===== src/rtl/pdn_pkg.sv =====
// Shared types and default constants for the PDN domain sequencer.
package pdn_pkg;

    localparam int unsigned PDN_N_DOM       = 6;
    localparam int unsigned PDN_SETTLE_CYC  = 16;
    localparam int unsigned PDN_TIMEOUT_CYC = 255;
    localparam int unsigned PDN_CNT_W       = 8;

    typedef enum logic [1:0] {
        IDLE    = 2'd0,
        WAIT_UP = 2'd1,
        WAIT_DN = 2'd2,
        SETTLE  = 2'd3
    } pdn_state_e;

endpackage


===== src/rtl/pdn_domain_sequencer_prio_pick.sv =====
// Combinational lowest-index picker over the candidate domains.
module pdn_prio_pick
    import pdn_pkg::*;
#(
    parameter int unsigned N     = PDN_N_DOM,
    parameter int unsigned IDX_W = (N > 1) ? $clog2(N) : 1
) (
    input  logic [N-1:0]     cand_i,
    output logic             valid_c_o,
    output logic [IDX_W-1:0] idx_c_o
);

    // Scan high to low so the lowest set index is written last and wins.
    always_comb begin
        valid_c_o = 1'b0;
        idx_c_o   = '0;
        for (int i = int'(N) - 1; i >= 0; i--) begin
            if (cand_i[i]) begin
                valid_c_o = 1'b1;
                idx_c_o   = IDX_W'(i);
            end
        end
    end

endmodule


===== src/rtl/pdn_domain_sequencer.sv =====
// One-at-a-time VDD domain power sequencer with power-good settle timing.
// Optional power-good timeout/fault handling is enabled with PDN_TIMEOUT_EN.
module pdn_domain_sequencer
    import pdn_pkg::*;
#(
    parameter int unsigned N_DOM       = PDN_N_DOM,
    parameter int unsigned SETTLE_CYC  = PDN_SETTLE_CYC,
    parameter int unsigned TIMEOUT_CYC = PDN_TIMEOUT_CYC
) (
    input  logic             clk,
    input  logic             rst_n,
    input  logic [N_DOM-1:0] req_i,
    input  logic [N_DOM-1:0] pgood_i,
    output logic [N_DOM-1:0] sw_en_o,
    output logic [N_DOM-1:0] ack_o,
    output logic             busy_o,
    output logic [N_DOM-1:0] fault_o
);

    localparam int unsigned          IDX_W       = (N_DOM > 1) ? $clog2(N_DOM) : 1;
    localparam logic [PDN_CNT_W-1:0] SETTLE_LAST = PDN_CNT_W'(SETTLE_CYC - 1);

    if (SETTLE_CYC < 1 || SETTLE_CYC > 255) begin : g_bad_settle
        $error("SETTLE_CYC must be in 1..255");
    end
    if (TIMEOUT_CYC < 1 || TIMEOUT_CYC > 255) begin : g_bad_timeout
        $error("TIMEOUT_CYC must be in 1..255");
    end

    pdn_state_e           state_q, state_d;
    logic [IDX_W-1:0]     sel_q, sel_d;
    logic                 dir_q, dir_d;
    logic [PDN_CNT_W-1:0] cnt_q, cnt_d;
    logic [N_DOM-1:0]     sw_en_q, sw_en_d;
    logic [N_DOM-1:0]     ack_q, ack_d;
    logic [N_DOM-1:0]     fault_q, fault_d;
    logic                 busy_q, busy_d;

`ifdef PDN_TIMEOUT_EN
    localparam logic [PDN_CNT_W-1:0] TIMEOUT_LAST = PDN_CNT_W'(TIMEOUT_CYC - 1);
    logic [PDN_CNT_W-1:0] wcnt_q, wcnt_d;
`endif

    logic [N_DOM-1:0] cand_c;
    logic             pick_valid_c;
    logic [IDX_W-1:0] pick_idx_c;
    logic             pg_sel_c;

    assign cand_c   = (req_i ^ ack_q) & ~fault_q;
    assign pg_sel_c = pgood_i[sel_q];

    pdn_prio_pick #(
        .N     (N_DOM),
        .IDX_W (IDX_W)
    ) u_pick (
        .cand_i    (cand_c),
        .valid_c_o (pick_valid_c),
        .idx_c_o   (pick_idx_c)
    );

    // Next-state logic; dir_q holds the target power-good level of sel.
    always_comb begin
        state_d = state_q;
        sel_d   = sel_q;
        dir_d   = dir_q;
        cnt_d   = cnt_q;
        sw_en_d = sw_en_q;
        ack_d   = ack_q;
        busy_d  = busy_q;
`ifdef PDN_TIMEOUT_EN
        wcnt_d  = wcnt_q;
        fault_d = fault_q & req_i;
`else
        fault_d = '0;
`endif
        case (state_q)
            IDLE: begin
                if (pick_valid_c) begin
                    sel_d               = pick_idx_c;
                    dir_d               = req_i[pick_idx_c];
                    sw_en_d[pick_idx_c] = req_i[pick_idx_c];
                    busy_d              = 1'b1;
                    state_d             = req_i[pick_idx_c] ? WAIT_UP : WAIT_DN;
`ifdef PDN_TIMEOUT_EN
                    wcnt_d              = '0;
`endif
                end
            end
            WAIT_UP, WAIT_DN: begin
                if (pg_sel_c == dir_q) begin
                    cnt_d   = SETTLE_LAST;
                    state_d = SETTLE;
                end
`ifdef PDN_TIMEOUT_EN
                else if (wcnt_q == TIMEOUT_LAST) begin
                    sw_en_d[sel_q] = 1'b0;
                    ack_d[sel_q]   = 1'b0;
                    fault_d[sel_q] = 1'b1;
                    busy_d         = 1'b0;
                    state_d        = IDLE;
                end else begin
                    wcnt_d = wcnt_q + PDN_CNT_W'(1);
                end
`endif
            end
            SETTLE: begin
                if (pg_sel_c != dir_q) begin
                    state_d = dir_q ? WAIT_UP : WAIT_DN;
`ifdef PDN_TIMEOUT_EN
                    wcnt_d  = '0;
`endif
                end else if (cnt_q == '0) begin
                    ack_d[sel_q] = dir_q;
                    busy_d       = 1'b0;
                    state_d      = IDLE;
                end else begin
                    cnt_d = cnt_q - PDN_CNT_W'(1);
                end
            end
            default: state_d = IDLE;
        endcase
    end

    always_ff @(posedge clk or negedge rst_n) begin
        if (!rst_n) begin
            state_q <= IDLE;
            sel_q   <= '0;
            dir_q   <= 1'b0;
            cnt_q   <= '0;
            sw_en_q <= '0;
            ack_q   <= '0;
            fault_q <= '0;
            busy_q  <= 1'b0;
`ifdef PDN_TIMEOUT_EN
            wcnt_q  <= '0;
`endif
        end else begin
            state_q <= state_d;
            sel_q   <= sel_d;
            dir_q   <= dir_d;
            cnt_q   <= cnt_d;
            sw_en_q <= sw_en_d;
            ack_q   <= ack_d;
            fault_q <= fault_d;
            busy_q  <= busy_d;
`ifdef PDN_TIMEOUT_EN
            wcnt_q  <= wcnt_d;
`endif
        end
    end

    assign sw_en_o = sw_en_q;
    assign ack_o   = ack_q;
    assign busy_o  = busy_q;
    assign fault_o = fault_q;

endmodule

===== config.mk =====
export PLATFORM = sky130hd
export DESIGN_NAME = pdn_domain_sequencer
export DESIGN_NICKNAME = d
export VERILOG_FILES = /design/src/rtl/pdn_pkg.sv /design/src/rtl/pdn_domain_sequencer_prio_pick.sv /design/src/rtl/pdn_domain_sequencer.sv
export SDC_FILE = /design/constraint.sdc
export NUM_CORES = 1
export LEC_CHECK = 0
export CAP_MARGIN = 20
export CORE_MARGIN = 2
export CORE_UTILIZATION = 47
export DETAILED_ROUTE_END_ITERATION = 10
export HOLD_SLACK_MARGIN = 0.1
export MAX_ROUTING_LAYER = met4
export PLACE_DENSITY = 0.76
export SLEW_MARGIN = 10
export SYNTH_ARGS = -nofsm -noshare
export SYNTH_HDL_FRONTEND = slang
export SYNTH_SLANG_ARGS = --single-unit
export TNS_END_PERCENT = 30

===== constraint.sdc =====
create_clock -name clk -period 2.8 [get_ports clk]
set_input_delay 0.56 -clock clk [delete_from_list [all_inputs] [get_ports clk]]
set_output_delay 0.56 -clock clk [all_outputs]
set_load 0.05 [all_outputs]

; Word-level counts from Yosys, hierarchy flattened
; Index checks and enable logic that the tools add are counted.
[totals]
out_inout_bits = 19
elab_cells = 74
ff_bits = 27
[classes]
n_addsub = 1
eq_ne = 11
bitwise_logic = 2
reduce_logical = 12
magnitude_cmp = 4
mux = 37
[op_table]
columns = operator, n
row1 = 8-bit 2-to-1 mux, 3
row2 = 3-bit 2-to-1 mux, 6
row3 = 8-bit one-hot mux with 2 select lines, 1
row4 = 1-bit 2-to-1 mux, 13
row5 = 6-bit bitwise mux, 2
row6 = 2-bit 2-to-1 mux, 6
row7 = 2-bit inequality test (second input constant), 5
row8 = 8-bit zero test, 1
row9 = 3-bit by 4-bit < comparator with 1-bit output (second input constant), 2
row10 = 4-bit AND reduction, 2
row11 = 8-bit by 1-bit subtractor with 8-bit output (second input constant), 1
row12 = 1-bit binary-select mux with 3-bit select, 2
row13 = 1-bit demux with 3-bit select, 2
row14 = 3-bit by 1-bit >= comparator with 1-bit output (second input constant), 2
row15 = 2-bit one-hot mux with 3 select lines, 1
row16 = 3-bit AND reduction, 2
row17 = 6-bit XOR, 1
row18 = 2-bit == test (second input constant), 2
row19 = 2-bit nonzero test, 2
row20 = 3-bit inequality test (second input constant), 1
row21 = 2-bit by 1-bit == test with 1-bit output (second input constant), 1
row22 = 1-bit logical AND, 2
row23 = 2-bit zero test, 1
row24 = 1-bit one-hot mux with 2 select lines, 1
row25 = other kinds (5), 5

; Longest topological paths before layout
; Gate-level depths: netlist of the first run.
[depth]
ltp_word = 12
depth_mapped = 14
depth_no_buf = 12

; Modules after synthesis
; From an unflattened synthesis of the first run, not the netlist that was laid out.
[unflattened]
cells_unflattened = 171
area_unflattened_um2 = 1735.4
[by_module_without_submodules]
columns = mod, cells_per_inst, seq_area_each_um2, area_per_inst_um2, n_inst
row1 = pdn_domain_sequencer, 161, 675.6, 1677.9, 1
row2 = pdn_prio_pick, 10, 0.0, 57.6, 1

; Worst setup path before layout of the first run
; OpenSTA, ideal clock, no wires.
[synth_timing]
kind = register -> register
startpoint = register sel_q[2]
endpoint = register cnt_q[7]
path_stages_with_launch = 14
setup_slack_ns = 0.120
t_required_ns = 2.674
period_less_slack_ns = 2.680
setup_time_ns = 0.126
t_arrival_ns = 2.554
cell_sequence = dfrtp_1 clkbuf_1 mux2_2 a21oi_1 o22a_1 inv_1 ha_1 buf_2 o21ai_0 a41oi_1 nand3_1 nor3_1 xnor2_1 nor2_1
[synth_via]
elab_chain_cells = 5
[synth_rtl]
columns = item, line
row1 = start: declaration, pdn_domain_sequencer.sv:31  ; logic [IDX_W-1:0] sel_q, sel_d;
row2 = start signal: assignment, pdn_domain_sequencer.sv:139  ; sel_q <= sel_d;
row3 = 1-bit binary-select mux with 3-bit select *, pdn_domain_sequencer.sv:50  ; assign pg_sel_c = pgood_i[sel_q];
row4 = 1-bit 2-to-1 mux (implied by the code) *, pdn_domain_sequencer.sv:50
row5 = 1-bit inequality test / 1-bit == test (equally long branches), "pdn_domain_sequencer.sv:107, pdn_domain_sequencer.sv:90"
row6 = 2-bit inequality test (no line), --
row7 = 4-bit AND reduction (no line) *, --
row8 = end signal: assignment, pdn_domain_sequencer.sv:141  ; cnt_q <= cnt_d;
row9 = end: declaration, pdn_domain_sequencer.sv:33  ; logic [PDN_CNT_W-1:0] cnt_q, cnt_d;
; Every way passes the cells marked *; elsewhere a longest branch is shown, timed or not. The select of a mux whose other input is x is not followed.
; A chain may end at the register's enable or synchronous reset.

; Worst setup path in the final report of the first run
[layout_timing]
startpoint = input port pgood_i[5]
endpoint = register state_q[1]
[layout_via]
elab_chain_cells = 5
[layout_rtl]
columns = item, line
row1 = start: declaration, pdn_domain_sequencer.sv:13  ; input logic [N_DOM-1:0] pgood_i,
row2 = 1-bit binary-select mux with 3-bit select *, pdn_domain_sequencer.sv:50
row3 = 1-bit 2-to-1 mux (implied by the code) *, pdn_domain_sequencer.sv:50
row4 = 1-bit inequality test / 1-bit == test (equally long branches), "pdn_domain_sequencer.sv:107, pdn_domain_sequencer.sv:90"
row5 = "3-bit inequality test (no line), or another cell as far along", --
row6 = 3-bit AND reduction (no line) / 2-bit one-hot mux with 3 select lines (equally long branches), --
row7 = end signal: assignment, pdn_domain_sequencer.sv:138  ; state_q <= state_d;
row8 = end: declaration, pdn_domain_sequencer.sv:30  ; pdn_state_e state_q, state_d;
; Marks and branches as above.

==> results of run 1 <==
## cell usage in the layout (no fill, tap or decap), types with 4 or more instances in the layout
| cell type | synthesis | final |
|---|---|---|
| mux2_1 | 4 | 4 |
| dfrtp_1 | 27 | 27 |
| ha_1 | 6 | 6 |
| conb_1 | 1 | 6 |
| inv_1 | 10 | 10 |
| clkdlybuf4s50_1 | 0 | 26 |
| nor2_1 | 13 | 13 |
| o21ai_0 | 6 | 6 |
| nand2_1 | 13 | 13 |
| buf_4 | 6 | 9 |
| nand3_1 | 8 | 8 |
| xnor2_1 | 7 | 7 |
| mux2_2 | 10 | 10 |
| nor3_1 | 6 | 6 |
| xor2_1 | 6 | 6 |
## sequential cells by signal, indices dropped and copies added, names as in the netlist
signal and count:
sel_q 3, state_q 2, dir_q 1, cnt_q 8
ack_o 6, sw_en_o 6, busy_o 1
## layout make-up
cell class	instances	area [um^2]
clock buffer	4	26.3
fill	313	1320
inverter	10	37.5
multi-input combinational	128	967
sequential	27	676
tap	46	57.6
timing repair buffer	35	328
## how the worst min path moves through the flow
stage	end	slack, ns	cells after the start
floorplan	ack_o[0]	0.26	0
global placement	sw_en_o[5]	0.49	1
detailed placement	sw_en_o[5]	0.50	1
CTS	sw_en_o[5]	0.53	1
global route	sw_en_o[0]	0.55	1
finish	sw_en_o[5]	0.52	1
## power groups by stage
stage,clock [mW],combinational (mW),sequential [mW]
floorplan,0,0.606,0.694
global placement,0,0.997,0.572
detailed placement,0,1.02,0.579
CTS,0.173,1.03,0.572
global route,0.190,1.13,0.585
finish,0.169,1.03,0.571
## cells in the mapped netlist (all sizes together), types with 2 or more instances
cell / count
nor3: 6
o211ai: 2
a22o: 2
nand4: 2
nand2b: 2
a221oi: 2
nand3b: 2
nor2b: 3
mux2i: 2
nor3b: 3
nand2: 14
buf: 7
clkbuf: 4
a21oi: 3
o21ai: 7
a31oi: 2
xor2: 6
inv: 10
dfrtp: 27
mux2: 14
nor2: 13
xnor2: 7
a22oi: 4
nand3: 9
ha: 6
## layer usage
layer  global-route usage  vias to the layer above  routed length (um)
li1                     -                      655                   -
met1                0.227                      671                1510
met2                0.362                       36                1810
met3               0.0260                        6                 126
met4               0.0479                        0                  29
met5                    -                        -                   0
## what timing repair did
action	4_1_cts	5_1_grt
gates resized for setup	0	1
setup endpoints to repair	0	1
endpoints found under the hold margin	0	0
## cells by family after synthesis
family	count (synthesis)	share of synthesized area
adder cells (fa/ha/maj)	6	0.0437
XOR/XNOR	13	0.0662
flip-flops	27	0.393
other	1	0.00218
buffers and inverters	21	0.0597
AO/OA/AOI/OAI	30	0.147
multiplexers	16	0.103
AND/OR/NAND/NOR	57	0.185
## worst max-delay path, delay by kind of cell
| family | cells | cell delay [ns] |
|---|---|---|
| fa+ha+maj | 1 | 0.29 |
| buf+inv | 3 | 0.60 |
| simple gates | 1 | 0.14 |
| mux | 1 | 0.25 |
| compound gates | 5 | 0.94 |
==> run_results.csv, run 1 <==
group,metric,value,unit
pwr,sw_frac_of_total,0.446,
setup_path,cpMaxStageDelayCell,"clkdlybuf4s50_1",
placement,place_area,2060,um^2
setup_path,cp.arrival,2.80,ns
pwr,p_clk_frac,0.096,
route,vias_per_cell,5.47,
timing,max_slew_margin,0.654,
route,drc,0,
min_path,hp-start,"sw_en_o[5]",
clocking,insertion_delay,0.32,ns
route,drt_iter0_drc,94,
pwr,vdd_ir_drop_max,582,uV
setup_path,worst-setup-path-type,"in2reg",
placement,gp_congestion,0.852,
timing,slew_viol_final,0,
status,status,"finished clean",
logic_synthesis,yosysSeqAreaShare,0.393,
timing,skew,0.00198,ns
die,core.rowCount,21,
timing,fmax,387,MHz
setup_path,crit_end,"state_q[1]",
clocking,cts.htree.levels,1,
placement,dp_slack,-0.156,ns
final_layout,final_cells,250,
global_routing,grt_pass1_wl,6.39,mm
route,via_count,1368,
setup_path,max_stage_delay,0.39,ns
logic_synthesis,ys_warn_count,0,
timing,worstMarginPinSlew,0.518,ns
pwr,p_total,1.77,mW
clocking,ctsRootBufferMaster,"clkbuf_4",
global_routing,grt_max_degree,28,
min_path,hold_class,"reg2reg",
logic_synthesis,synth_edf_count,0,
setup_path,rrSetupSlack,0.38,ns
global_routing,antenna_found_initial,0,
logic_synthesis,synth_area_leaders,"dfrtp_1, mux2_2, ha_1, xnor2_1, xor2_1",
setup_path,crit_fanout,7,
clocking,clk_path_buf_depth,2,
route,drtAntennaViolNets,0,
timing,period_needed,2.59,ns
logic_synthesis,avgSynthCellArea,10.1,um^2
clocking,numCtsBuffers,3,
timing,period_share,0.923,
placement,placedCellCount,246,
job,maxCapViolCount,0,
timing,timing.hold.ws,0.523,ns
setup_path,r2r_end,"state_q[1]",
logic_synthesis,ys_ff_latch,27,
setup_path,endpoint_kind,"flip-flop",
pwr,internal_power,0.980,mW
pwr,p_switching,0.789,mW
final_layout,nNetsFinal,225,
logic_synthesis,syn-instance-count,171,
clocking,tritoncts,"built",
placement,dp_hpwl,2.79,mm
logic_synthesis,syn_area,1720,um^2
logic_synthesis,synth_top_flop_cell,"dfrtp_1",
setup_path,crit_start,"pgood_i[5]",
logic_synthesis,synthDistinctLibCells,46,
pwr,combPwrFrac,0.582,
final_layout,layout-drive-gt1-share,0.172,
global_routing,overflow,0,
timing,setup-violations-final,0,
placement,portBuffers,26,
timing,worst_slack,0.215,ns
setup_path,cp-start-kind,"input pin",
global_routing,grt_pass1_vias,1464,
pwr,p_seq_frac,0.323,
final_layout,diodes,0,
route,drt-total-wl,3.47,mm
pwr,leakagePower,0.921,nW
logic_synthesis,synth-async-reset-ratio,1.00,
die,dieArea,4160,um^2
clocking,clk_pin_slew,0.14,ns
clocking,cts_setup_buffers,0,
timing,finalHoldViolCount,0,
route,wl_per_cell,13.9,um
route,dr.pass1.iters,4,
logic_synthesis,yosys.area.top_type,"dfrtp_1",
setup_path,critPathRequiredTime,3.01,ns
setup_path,rr_startpoint,"sel_q[2]",
final_layout,finalInstanceArea,2090,um^2
die,coreArea,3420,um^2
setup_path,timing.critical_path.cells,"clkdlybuf4s50_1 -> mux2_2 -> a21oi_1 -> o22a_1 -> inv_1 -> ha_1 -> buf_4 -> a31oi_1 -> nand2_2 -> a2111oi_2 -> a221oi_2",
die,initial_utilization,0.503,
final_layout,syn_to_final_growth,21.7,%
global_routing,track_usage,0.197,
die,ioPinCount,33,
clocking,ctsHoldBuffers,0,
final_layout,post-route-util,0.612,
pwr,power_density,846,nW/um^2
timing,rsz0062_at_grt,"false",
die,die_h,64.5,um
clocking,numClockSinks,27,
die,die_w,64.5,um
setup_path,reg2reg_depth,10,
logic_synthesis,netlist.area_leader.share,0.393,
timing,finalSetupTns,0,ns
Note: power is estimated with default switching activity, not from simulation.
==> run 2: changes to the inputs <==
--- a/config.mk
+++ b/config.mk
@@ -15,5 +15,6 @@
 export SLEW_MARGIN = 10
 export SYNTH_ARGS = -nofsm -noshare
 export SYNTH_HDL_FRONTEND = slang
+export SYNTH_HIERARCHICAL = 1
 export SYNTH_SLANG_ARGS = --single-unit
 export TNS_END_PERCENT = 30
==> run 2 against run 1 <==
  * Power increased by 12%
  * Synthesized area rose by 0.95%
  * Register-to-register slack worse by 0.21 ns
  * Synthesized cell count did not move
  * Count of clock-buffer cells in the layout is 1 lower
  * Die area rose by 0.89%
  * Global-route usage increased by 0.47 points
  * Wire length is 15% higher
  * Non-clock buffer count grew 10
  * Clock power up 36%
  * Clock skew up 0.0035 ns
  * Via count grew 5.1%
==> run_results.csv, run 2 <==
group,metric,value,unit
logic_synthesis,synth_area_leaders,"dfrtp_1, mux2_2, xor2_1, ha_1, nor2_1",
clocking,tritoncts,"built",
placement,dp_slack,-0.409,ns
timing,finalHoldViolCount,0,
route,dr_wl_met2,2.03,mm
global_routing,overflow,0,
route,drtAntennaViolNets,0,
route,drt-total-wl,4.00,mm
setup_path,worst-setup-path-type,"in2reg",
timing,rsz0062_at_grt,"false",
logic_synthesis,synthAdderAreaFrac,0.0505,
final_layout,nNetsFinal,237,
logic_synthesis,avgSynthCellArea,10.1,um^2
final_layout,largest_register_ffs,8,
clocking,clk_path_buf_depth,2,
logic_synthesis,synthTopCellsByCount,"dfrtp_1, mux2_2, nor2_1",
global_routing,antenna_found_initial,0,
logic_synthesis,synth-async-reset-ratio,1.00,
timing,timing.hold.ws,0.514,ns
die,coreArea,3610,um^2
placement,portBuffers,26,
logic_synthesis,yosys.cell_count.top_type,"dfrtp_1",
timing,worstMarginPinSlew,0.842,ns
logic_synthesis,synth-compound-area-share,0.0634,
job,maxCapViolCount,0,
route,wl_per_cell,15.2,um
route,vias_per_cell,5.47,
setup_path,critPathRequiredTime,2.97,ns
timing,fmax,372,MHz
setup_path,cp-start-kind,"input pin",
global_routing,grt_pass1_wl,6.43,mm
route,drc,0,
final_layout,largest-register,"cnt_q",
logic_synthesis,synth_top_family_by_area,"simple AND/OR/NAND/NOR gates",
clocking,insertion_delay,0.28,ns
clocking,clk_pin_slew,0.10,ns
timing,slew_viol_final,0,
die,dieArea,4190,um^2
logic_synthesis,synthDistinctLibCells,40,
route,dr_wl_met3,172,um
clocking,cts.htree.levels,1,
final_layout,layout_common_cells,"dfrtp_1, clkdlybuf4s50_1, buf_4",
logic_synthesis,yosys.area.top_type,"dfrtp_1",
logic_synthesis,yosysSeqAreaShare,0.389,
logic_synthesis,synth_top_flop_cell,"dfrtp_1",
global_routing,grt_max_degree,20,
logic_synthesis,syn-instance-count,171,
logic_synthesis,syn_area,1740,um^2
final_layout,n_fill_cell,279,
setup_path,endpoint_kind,"flip-flop",
die,core.rowCount,22,
logic_synthesis,netlist.area_leader.share,0.389,
timing,max_slew_margin,0.437,
route,top_layer,"met4",
setup_path,cp.arrival,2.86,ns
logic_synthesis,yosys.area_share.simple,0.190,
die,initial_utilization,0.481,
placement,gp_congestion,0.867,
timing,period_share,0.960,
die,ioPinCount,33,
die,die_h,64.8,um
timing,period_needed,2.69,ns
logic_synthesis,ys_warn_count,6,
global_routing,track_usage,0.202,
route,via_count,1438,
clocking,ctsRootBufferMaster,"clkbuf_8",
logic_synthesis,yosys.area_share.xor_xnor,0.0555,
route,wl_met1,1.75,mm
logic_synthesis,ys_ff_latch,27,
min_path,hold_class,"reg2reg",
logic_synthesis,synthMuxAreaShare,0.172,
status,status,"finished clean",
pwr,leakagePower,1.09,nW
final_layout,diodes,0,
final_layout,final_cells,263,
pwr,power_density,860,nW/um^2
global_routing,grt_pass1_vias,1409,
final_layout,layout-drive-gt1-share,0.279,
die,die_w,64.8,um
route,drt_iter0_drc,84,
placement,placedCellCount,255,
setup_path,crit_fanout,5,
pwr,vdd_ir_drop_max,596,uV
timing,worst_slack,0.112,ns
logic_synthesis,synth_edf_count,0,
clocking,numCtsBuffers,3,
final_layout,final_common_cell,"dfrtp_1",
placement,dp_hpwl,2.85,mm
final_layout,syn_to_final_growth,32.8,%
route,dr.pass1.iters,4,
timing,skew,0.00551,ns
timing,setup-violations-final,0,
clocking,numClockSinks,27,
pwr,p_total,1.98,mW
## run 2: cell count changes in the layout (fill, tap and decap cells not counted), sizes merged, moves of 4 or more
cell and delta:
dlymetal6s2s +7, clkdlybuf4s50 -7, buf +10, mux2 +4, xor2 +5, xnor2 -7, a22oi -4
## run 2: through the flow
stage | instance area [um^2] | util | setup TNS, ns
2_1_floorplan | 1770 | - | 0
3_3_place_gp | 2120 | 0.587 | -4.34
3_5_place_dp | 2120 | 0.587 | -5.93
4_1_cts | 2180 | 0.605 | -0.107
5_1_grt | 2300 | 0.639 | 0
6_report | 2300 | 0.639 | 0
## run 2: worst max-delay path: stages
cell and delay [ns]:
clkdlybuf4s50_1 0.46, xor2_1 0.22, nor4_2 0.20, nor2b_4 0.26
mux2_4 0.33, mux4_2 0.54, mux2_2 0.29
## run 2: layout make-up
class	instances	area [um^2]	share of cell area
timing repair buffer	45	424	0.184
sequential	27	678	0.294
multi-input combinational	127	1050	0.456
clock inverter	1	5.00	0.00217
clock buffer	3	41.3	0.0179
inverter	12	45.0	0.0195
tap	48	60.1	0.0261
## run 2: logic make-up (layout without fill, tap and decap cells)
family | after synthesis | after routing
and+or+nand+nor | 60 | 60
DFF | 27 | 27
muxes | 25 | 26
buffers and inverters | 23 | 61
AOI/OAI and AO/OA | 17 | 17
xor gates and xnor gates | 11 | 11
adders and majority gates | 7 | 7
other | 1 | 6
## run 2: final timing paths
path / startpoint / to / slack, ns / depth (start not counted)
worst max register to register: sel_q[0] / ack_o[5] / 0.17 / 8
worst min-delay path: sw_en_o[0] / sw_en_o[0] / 0.51 / 1
worst max-delay path: req_i[0] / sw_en_o[3] / 0.11 / 7
min in group asynchronous: rst_n / ack_o[4] / 0.75 / 1
max in group asynchronous: rst_n / cnt_q[0] / 1.39 / 2
worst min register to register: sw_en_o[0] / sw_en_o[0] / 0.51 / 1
## run 2: timing repair
action / 4_1_cts / 5_1_grt
cloned: 0 / 1
hold buffers: 0 / 0
buffers inserted: 0 / 3
endpoints found under the setup margin: 12 / 18
resized for setup: 5 / 20
hold endpoints to repair: 0 / 0
pin swaps: 0 / 6
## run 2: routing by layer
metal / vias to the layer above / global-route usage
met5: - / -
met4: 0 / 0.0612
met3: 5 / 0.0330
met2: 37 / 0.331
met1: 719 / 0.257
li1: 677 / -
## run 2: power by group
part           switching (mW)  internal, mW
Combinational           0.609         0.553
Clock                   0.129         0.100
Sequential              0.106         0.485
Total                   0.843          1.14
==> patch 1 (config.mk and constraints of run 2) <==
The option `PDN_TIMEOUT_EN` is turned on by a define.
--- a/src/rtl/pdn_domain_sequencer.sv
+++ b/src/rtl/pdn_domain_sequencer.sv
@@ -1,5 +1,7 @@
 // One-at-a-time VDD domain power sequencer with power-good settle timing.
 // Optional power-good timeout/fault handling is enabled with PDN_TIMEOUT_EN.
+`define PDN_TIMEOUT_EN
+
 module pdn_domain_sequencer
     import pdn_pkg::*;
 #(
Check against the original RTL: same outputs for any inputs over 10 cycles, from zero or initial values and one cycle with rst_n low; that may be too few to reach the edited logic, so the function may still have changed.
==> patch 1 against run 2 <==
- area after synthesis up 45%
- global-route usage up 3.4 points
- power up 51%
- maximum frequency up 3.4%
- wire length up 54%
- highest routed layer unchanged
- setup slack better by 0.088 ns
- clock skew up 0.0011 ns
- first-iteration DRC count up 63%
- largest cell class unchanged
- synthesized cell count up 58%
- final area up 42%
- register-to-register slack better by 0.09 ns
- sequential share of layout area up 2.0 points
- sequential cell count up 14
==> patch 1: results (changes against run 2) <==
Synthesis
  • Post-Syn Nets: 294
  • Commonest cells post-synth: 41 x dfrtp_1, 32 x nand2_1, 28 x o21ai_0 (was 27 x dfrtp_1, 17 x mux2_2, 15 x nor2_1)
  • Synth area leaders: dfrtp_1 41%, o21ai_0 5.6%, a22o_1 4.9% (was dfrtp_1 39%, mux2_2 11%, xor2_1 5.6%)
  • Post-synth cell types: 50 (was 40)
  • Register area share after synthesis: 40.7% (was 38.9%)
  • Cell count after synthesis: 271 (was 171)

Drt
  • Drt via density: 5.77 (was 5.47)
  • Avg WL per Cell: 15.1 um (was 15.2 um)
  • 1st-iter DRT viols: 137 (was 84)
  • Vias: 2349 (was 1438)

Critical path
  • WP data required: 3.01 ns (was 2.97 ns)
  • Crit path kind: primary input to register (unchanged)
  • Worst R2R Start: sel_q[1] (was sel_q[0])
  • Maximum net fanout on the critical path: 4 (was 5)
  • Worst R2R Path Depth: 9 (was 8)
  • Reg2reg setup slack: 0.26 ns (was 0.17 ns)
  • Worst setup endpoint: sw_en_o[1] (was sw_en_o[3])
  • Crit path from: req_i[0] (unchanged)

Placement
  • GP Congestion: 0.864 (was 0.867)
  • Port bufs: 32 (was 26)
  • Placed Instances: 400 (was 255)
  • Post-DP HPWL: 4660 um (was 2850 um)

GRT
  • GR Overflow Total: 0 (unchanged)
  • Largest net degree at the start of global routing: 42 (was 20)
  • All-layer global routing usage: 23.5% (was 20.2%)
  • First-pass GRT wire length: 10900 um (was 6430 um)
  • Initial antenna violation count: 0 (unchanged)

Clocking
  • Root Driver: clkbuf_8 (unchanged)
  • Worst-Skew Late Latency: 0.30 ns (was 0.28 ns)
  • Post-CTS setup buffer count: 0 (unchanged)
  • Clk slew on worst S/H paths: 0.08 ns (was 0.10 ns)
  • H-Tree Depth: 2 (was 1)
  • Num CTS Buffers: 5 (was 3)

Hold path
  • Worst hold path type: primary input to asynchronous set/reset pin (was register to register)

Run status
  • Status: finished clean (unchanged)

Layout
  • Layout cells sized above 1: 20.2% (was 27.9%)
  • Final nets: 360 (was 237)
  • FILL cells: 471 (was 279)

STA
  • Slew HR: 39.4% (was 43.7%)
  • Post-Route Skew: 0.00665 ns (was 0.00551 ns)

Power
  • Leakage: 1.42 nW (was 1.09 nW)
  • Peak supply drop: 0.804 mV (was 0.596 mV)
[patch 1: worst min path at each step]
stage	startpoint	to	cells after the start	slack (ns)
after CTS	rst_n	ack_o[1]	1	0.43
after floorplan	rst_n	ack_o[0]	0	0.26
after global placement	sw_en_o[1]	sw_en_o[1]	2	0.50
final	rst_n	sw_en_o[4]	1	0.39
after detailed placement	sw_en_o[5]	sw_en_o[5]	2	0.51
after global routing	rst_n	sw_en_o[2]	1	0.47
[patch 1: kinds of logic (layout without fill, tap and decap cells)]
| kind of cell | count (synthesis) | in the layout | synth area share, % |
|---|---|---|---|
| and+or+nand+nor | 98 | 98 | 20.4 |
| AOI/OAI and AO/OA | 80 | 80 | 22.8 |
| DFF | 41 | 41 | 40.7 |
| buffers and inverters | 23 | 89 | 3.82 |
| xor gates and xnor gates | 10 | 10 | 3.47 |
| muxes | 10 | 10 | 4.27 |
| adders and majority gates | 9 | 9 | 4.47 |
[patch 1: critical path: stages]
cell and delay [ns]:
clkdlybuf4s50_1 0.50, xnor2_1 0.12, nor2_1 0.09, nor4_2 0.33, nor2b_1 0.22, buf_4 0.16
mux2i_1 0.08, o211ai_1 0.27, nand4_1 0.24, o21ai_0 0.24
[patch 1: timing repair]
| item | in CTS | in global routing |
|---|---|---|
| setup endpoints to repair | 0 | 10 |
| resized for setup | 0 | 6 |
| hold endpoints to repair | 0 | 0 |
[patch 1: through the flow]
step	utilization (%)	setup WS, ns	setup TNS, ns	area (um2)
6_report	63.6	0.200	0	3270
5_1_grt	63.6	0.00468	0	3270
4_1_cts	63.2	0.159	0	3250
3_5_place_dp	61.6	-0.0566	-0.244	3160
3_3_place_gp	61.6	0.00385	0	3160
2_1_floorplan	-	0.0594	0	2520
[patch 1: report_power, final]
| part | internal [mW] | switching (mW) |
|---|---|---|
| clock | 0.196 | 0.199 |
| combinational | 0.729 | 1.04 |
| sequential | 0.712 | 0.113 |
| total | 1.64 | 1.36 |
[patch 1: area by class of cell]
class                   count  area share, %
multi-input cells         207           43.5
well taps                  70           2.68
clock buffers               7           2.64
inverters                  12           1.38
repair buffers             70           18.4
flip-flops and latches     41           31.5
[patch 1: metal layers]
layer | vias up | global-route usage [%] | part of all wire, %
li1 | 1138 | - | -
met1 | 1131 | 32.5 | 47
met2 | 70 | 34.5 | 45
met3 | 10 | 4.35 | 6.1
met4 | 0 | 8.93 | 1.6
met5 | - | - | 0
==> patch 2 (config.mk and constraints of run 2) <==
Without the edit above. Reset style: synchronous (`rst_n`), changed in one clocked block.
--- a/src/rtl/pdn_domain_sequencer.sv
+++ b/src/rtl/pdn_domain_sequencer.sv
@@ -121,7 +121,7 @@
         endcase
     end
 
-    always_ff @(posedge clk or negedge rst_n) begin
+    always_ff @(posedge clk) begin
         if (!rst_n) begin
             state_q <= IDLE;
             sel_q   <= '0;
Check against the original RTL: differs if rst_n is asserted again (counterexample within 4 cycles, from zero or initial values and one cycle with rst_n low); with rst_n held inactive, the same outputs for 10 cycles.
==> patch 2 against run 2 <==
- sequential share of layout area is 3.2 points lower
- non-clock buffer count down 5
- area after synthesis decreased by 3.5%
- core utilization decreased by 3.0 points
- setup slack better by 0.018 ns
- clock power is 21% lower
- critical path depth rose by 2
- die area decreased by 3.3%
- sequential cell count unchanged
- wire length shrank 7.4%
- worst hold slack worse by 0.019 ns
- final area decreased by 10%
- power decreased by 16%
- critical path type unchanged
==> patch 2: results (changes against run 2) <==
Synthesis
  • Post-synth cell types: 46 (was 40)
  • Commonest cells post-synth: 27 x dfxtp_1, 20 x nor2_1, 16 x mux2i_1 (was 27 x dfrtp_1, 17 x mux2_2, 15 x nor2_1)
  • Register area share after synthesis: 32.3% (was 38.9%)
  • Mux share of post-synthesis cell area: 10.2% (was 17.2%)
  • Async SR Flop Fraction: 0% (was 100%)
  • Compound-Gate Fraction of Synth Area: 15.5% (was 6.34%)
  • Synth warnings: 6 (unchanged)
  • Post-Synth Adder-Cell Area: 5.23% (was 5.05%)
  • Syn avg cell area: 8.41 um2 (was 10.1 um2)
  • Dominant synthesized flop cell: dfxtp_1 (was dfrtp_1)
  • Xor-xnor portion of the synthesized cell area: 3.14% (was 5.55%)
  • Synth area leaders: dfxtp_1 32%, mux2i_1 9.6%, ha_1 5.2% (was dfrtp_1 39%, mux2_2 11%, xor2_1 5.6%)

Power
  • Leakage: 0.854 nW (was 1.09 nW)
  • Peak supply drop: 0.371 mV (was 0.596 mV)

Drt
  • Avg WL per Cell: 13.3 um (was 15.2 um)
  • Drt via density: 5.51 (was 5.47)
  • 1st-iter DRT viols: 73 (was 84)
  • Final WL: 3700 um (was 4000 um)

Hold path
  • Worst hold path type: register to register (unchanged)

Critical path
  • Critical path's slowest cell: or4_1 (was mux4_2)
  • Arrival time at the worst endpoint: 2.93 ns (was 2.86 ns)
  • Max incr delay on CP: 0.47 ns (was 0.54 ns)
  • Delay-heaviest family, CP: compound AO/OA/AOI/OAI gates (was multiplexers)
  • Maximum net fanout on the critical path: 4 (was 5)

Clocking
  • Num CTS Buffers: 3 (unchanged)
  • Clk buf depth: 2 (unchanged)
  • Post-CTS Resized: 0 (was 5)
  • Clk slew on worst S/H paths: 0.16 ns (was 0.10 ns)
  • Post-CTS setup buffer count: 0 (unchanged)
  • Worst-Skew Late Latency: 0.34 ns (was 0.28 ns)
  • Root Driver: clkbuf_4 (was clkbuf_8)

Layout
  • Final nets: 255 (was 237)
  • Layout cells sized above 1: 11.2% (was 27.9%)
  • Ant. Diodes: 0 (unchanged)

GRT
  • All-layer global routing usage: 19.5% (was 20.2%)
  • Largest net degree at the start of global routing: 17 (was 20)
  • Vias in the first global route: 1385 (was 1409)
  • First-pass GRT wire length: 6230 um (was 6430 um)
  • Initial antenna violation count: 0 (unchanged)

Placement
  • Port bufs: 26 (unchanged)
  • GP Congestion: 0.831 (was 0.867)
  • Placed Instances: 275 (was 255)
  • Post-DP HPWL: 2780 um (was 2850 um)
  • Place WS: -0.215 ns (was -0.409 ns)

Run status
  • Status: finished clean (unchanged)

STA
  • Slew HR: 60.6% (was 43.7%)
  • Post-Route Skew: 0.00393 ns (was 0.00551 ns)
-- patch 2: cell types whose count changed after synthesis, sizes merged, moves of 6 or more --
cell   before  now
a21oi       5   11
dfrtp      27    0
dfxtp       0   27
mux2       18    1
mux2i       5   16
-- patch 2: per-stage QoR --
stage | hold slack (ns) | cell area [um2] | TNS [ns]
6_report | 0.495 | 2060 | 0
5_1_grt | 0.503 | 2060 | 0
4_1_cts | 0.494 | 2060 | 0
3_5_place_dp | 0.469 | 2030 | -0.544
3_3_place_gp | 0.468 | 2030 | -0.137
2_1_floorplan | 0.447 | 1690 | 0
-- patch 2: per-layer routing --
metal	global-route usage (%)	part of all wire [%]
met5	-	0
met4	3.26	0.76
met3	4.46	4.4
met2	31.1	44
met1	25.8	51
-- patch 2: final timing paths --
path	start	to	slack (ns)	cells past startpoint
min	sw_en_o[5]	sw_en_o[5]	0.49	2
max	pgood_i[5]	cnt_q[4]	0.13	9
max reg2reg	sel_q[1]	cnt_q[4]	0.19	9
min reg2reg	sw_en_o[5]	sw_en_o[5]	0.49	2
-- patch 2: cell families after synthesis --
| logic type | after synthesis |
|---|---|
| AND/OR/NAND/NOR | 80 |
| AO/OA/AOI/OAI | 38 |
| flip-flops | 27 |
| buffers and inverters | 23 |
| multiplexers | 17 |
| adder cells (fa/ha/maj) | 7 |
| XOR/XNOR | 6 |
| other | 1 |
-- patch 2: cell type report --
class	instances	area, um2
clock inverters	1	7.51
well taps	46	57.6
multi-input cells	154	1040
inverters	8	30.0
clock buffers	3	22.5
repair buffers	40	365
fillers	307	1330
flip-flops and latches	27	541
-- patch 2: report_power, final --
group	leakage, nW	internal (mW)	switching (mW)
sequential	0.220	0.468	0.0877
clock	0.0139	0.0548	0.125
combinational	0.620	0.404	0.521
total	0.854	0.927	0.734
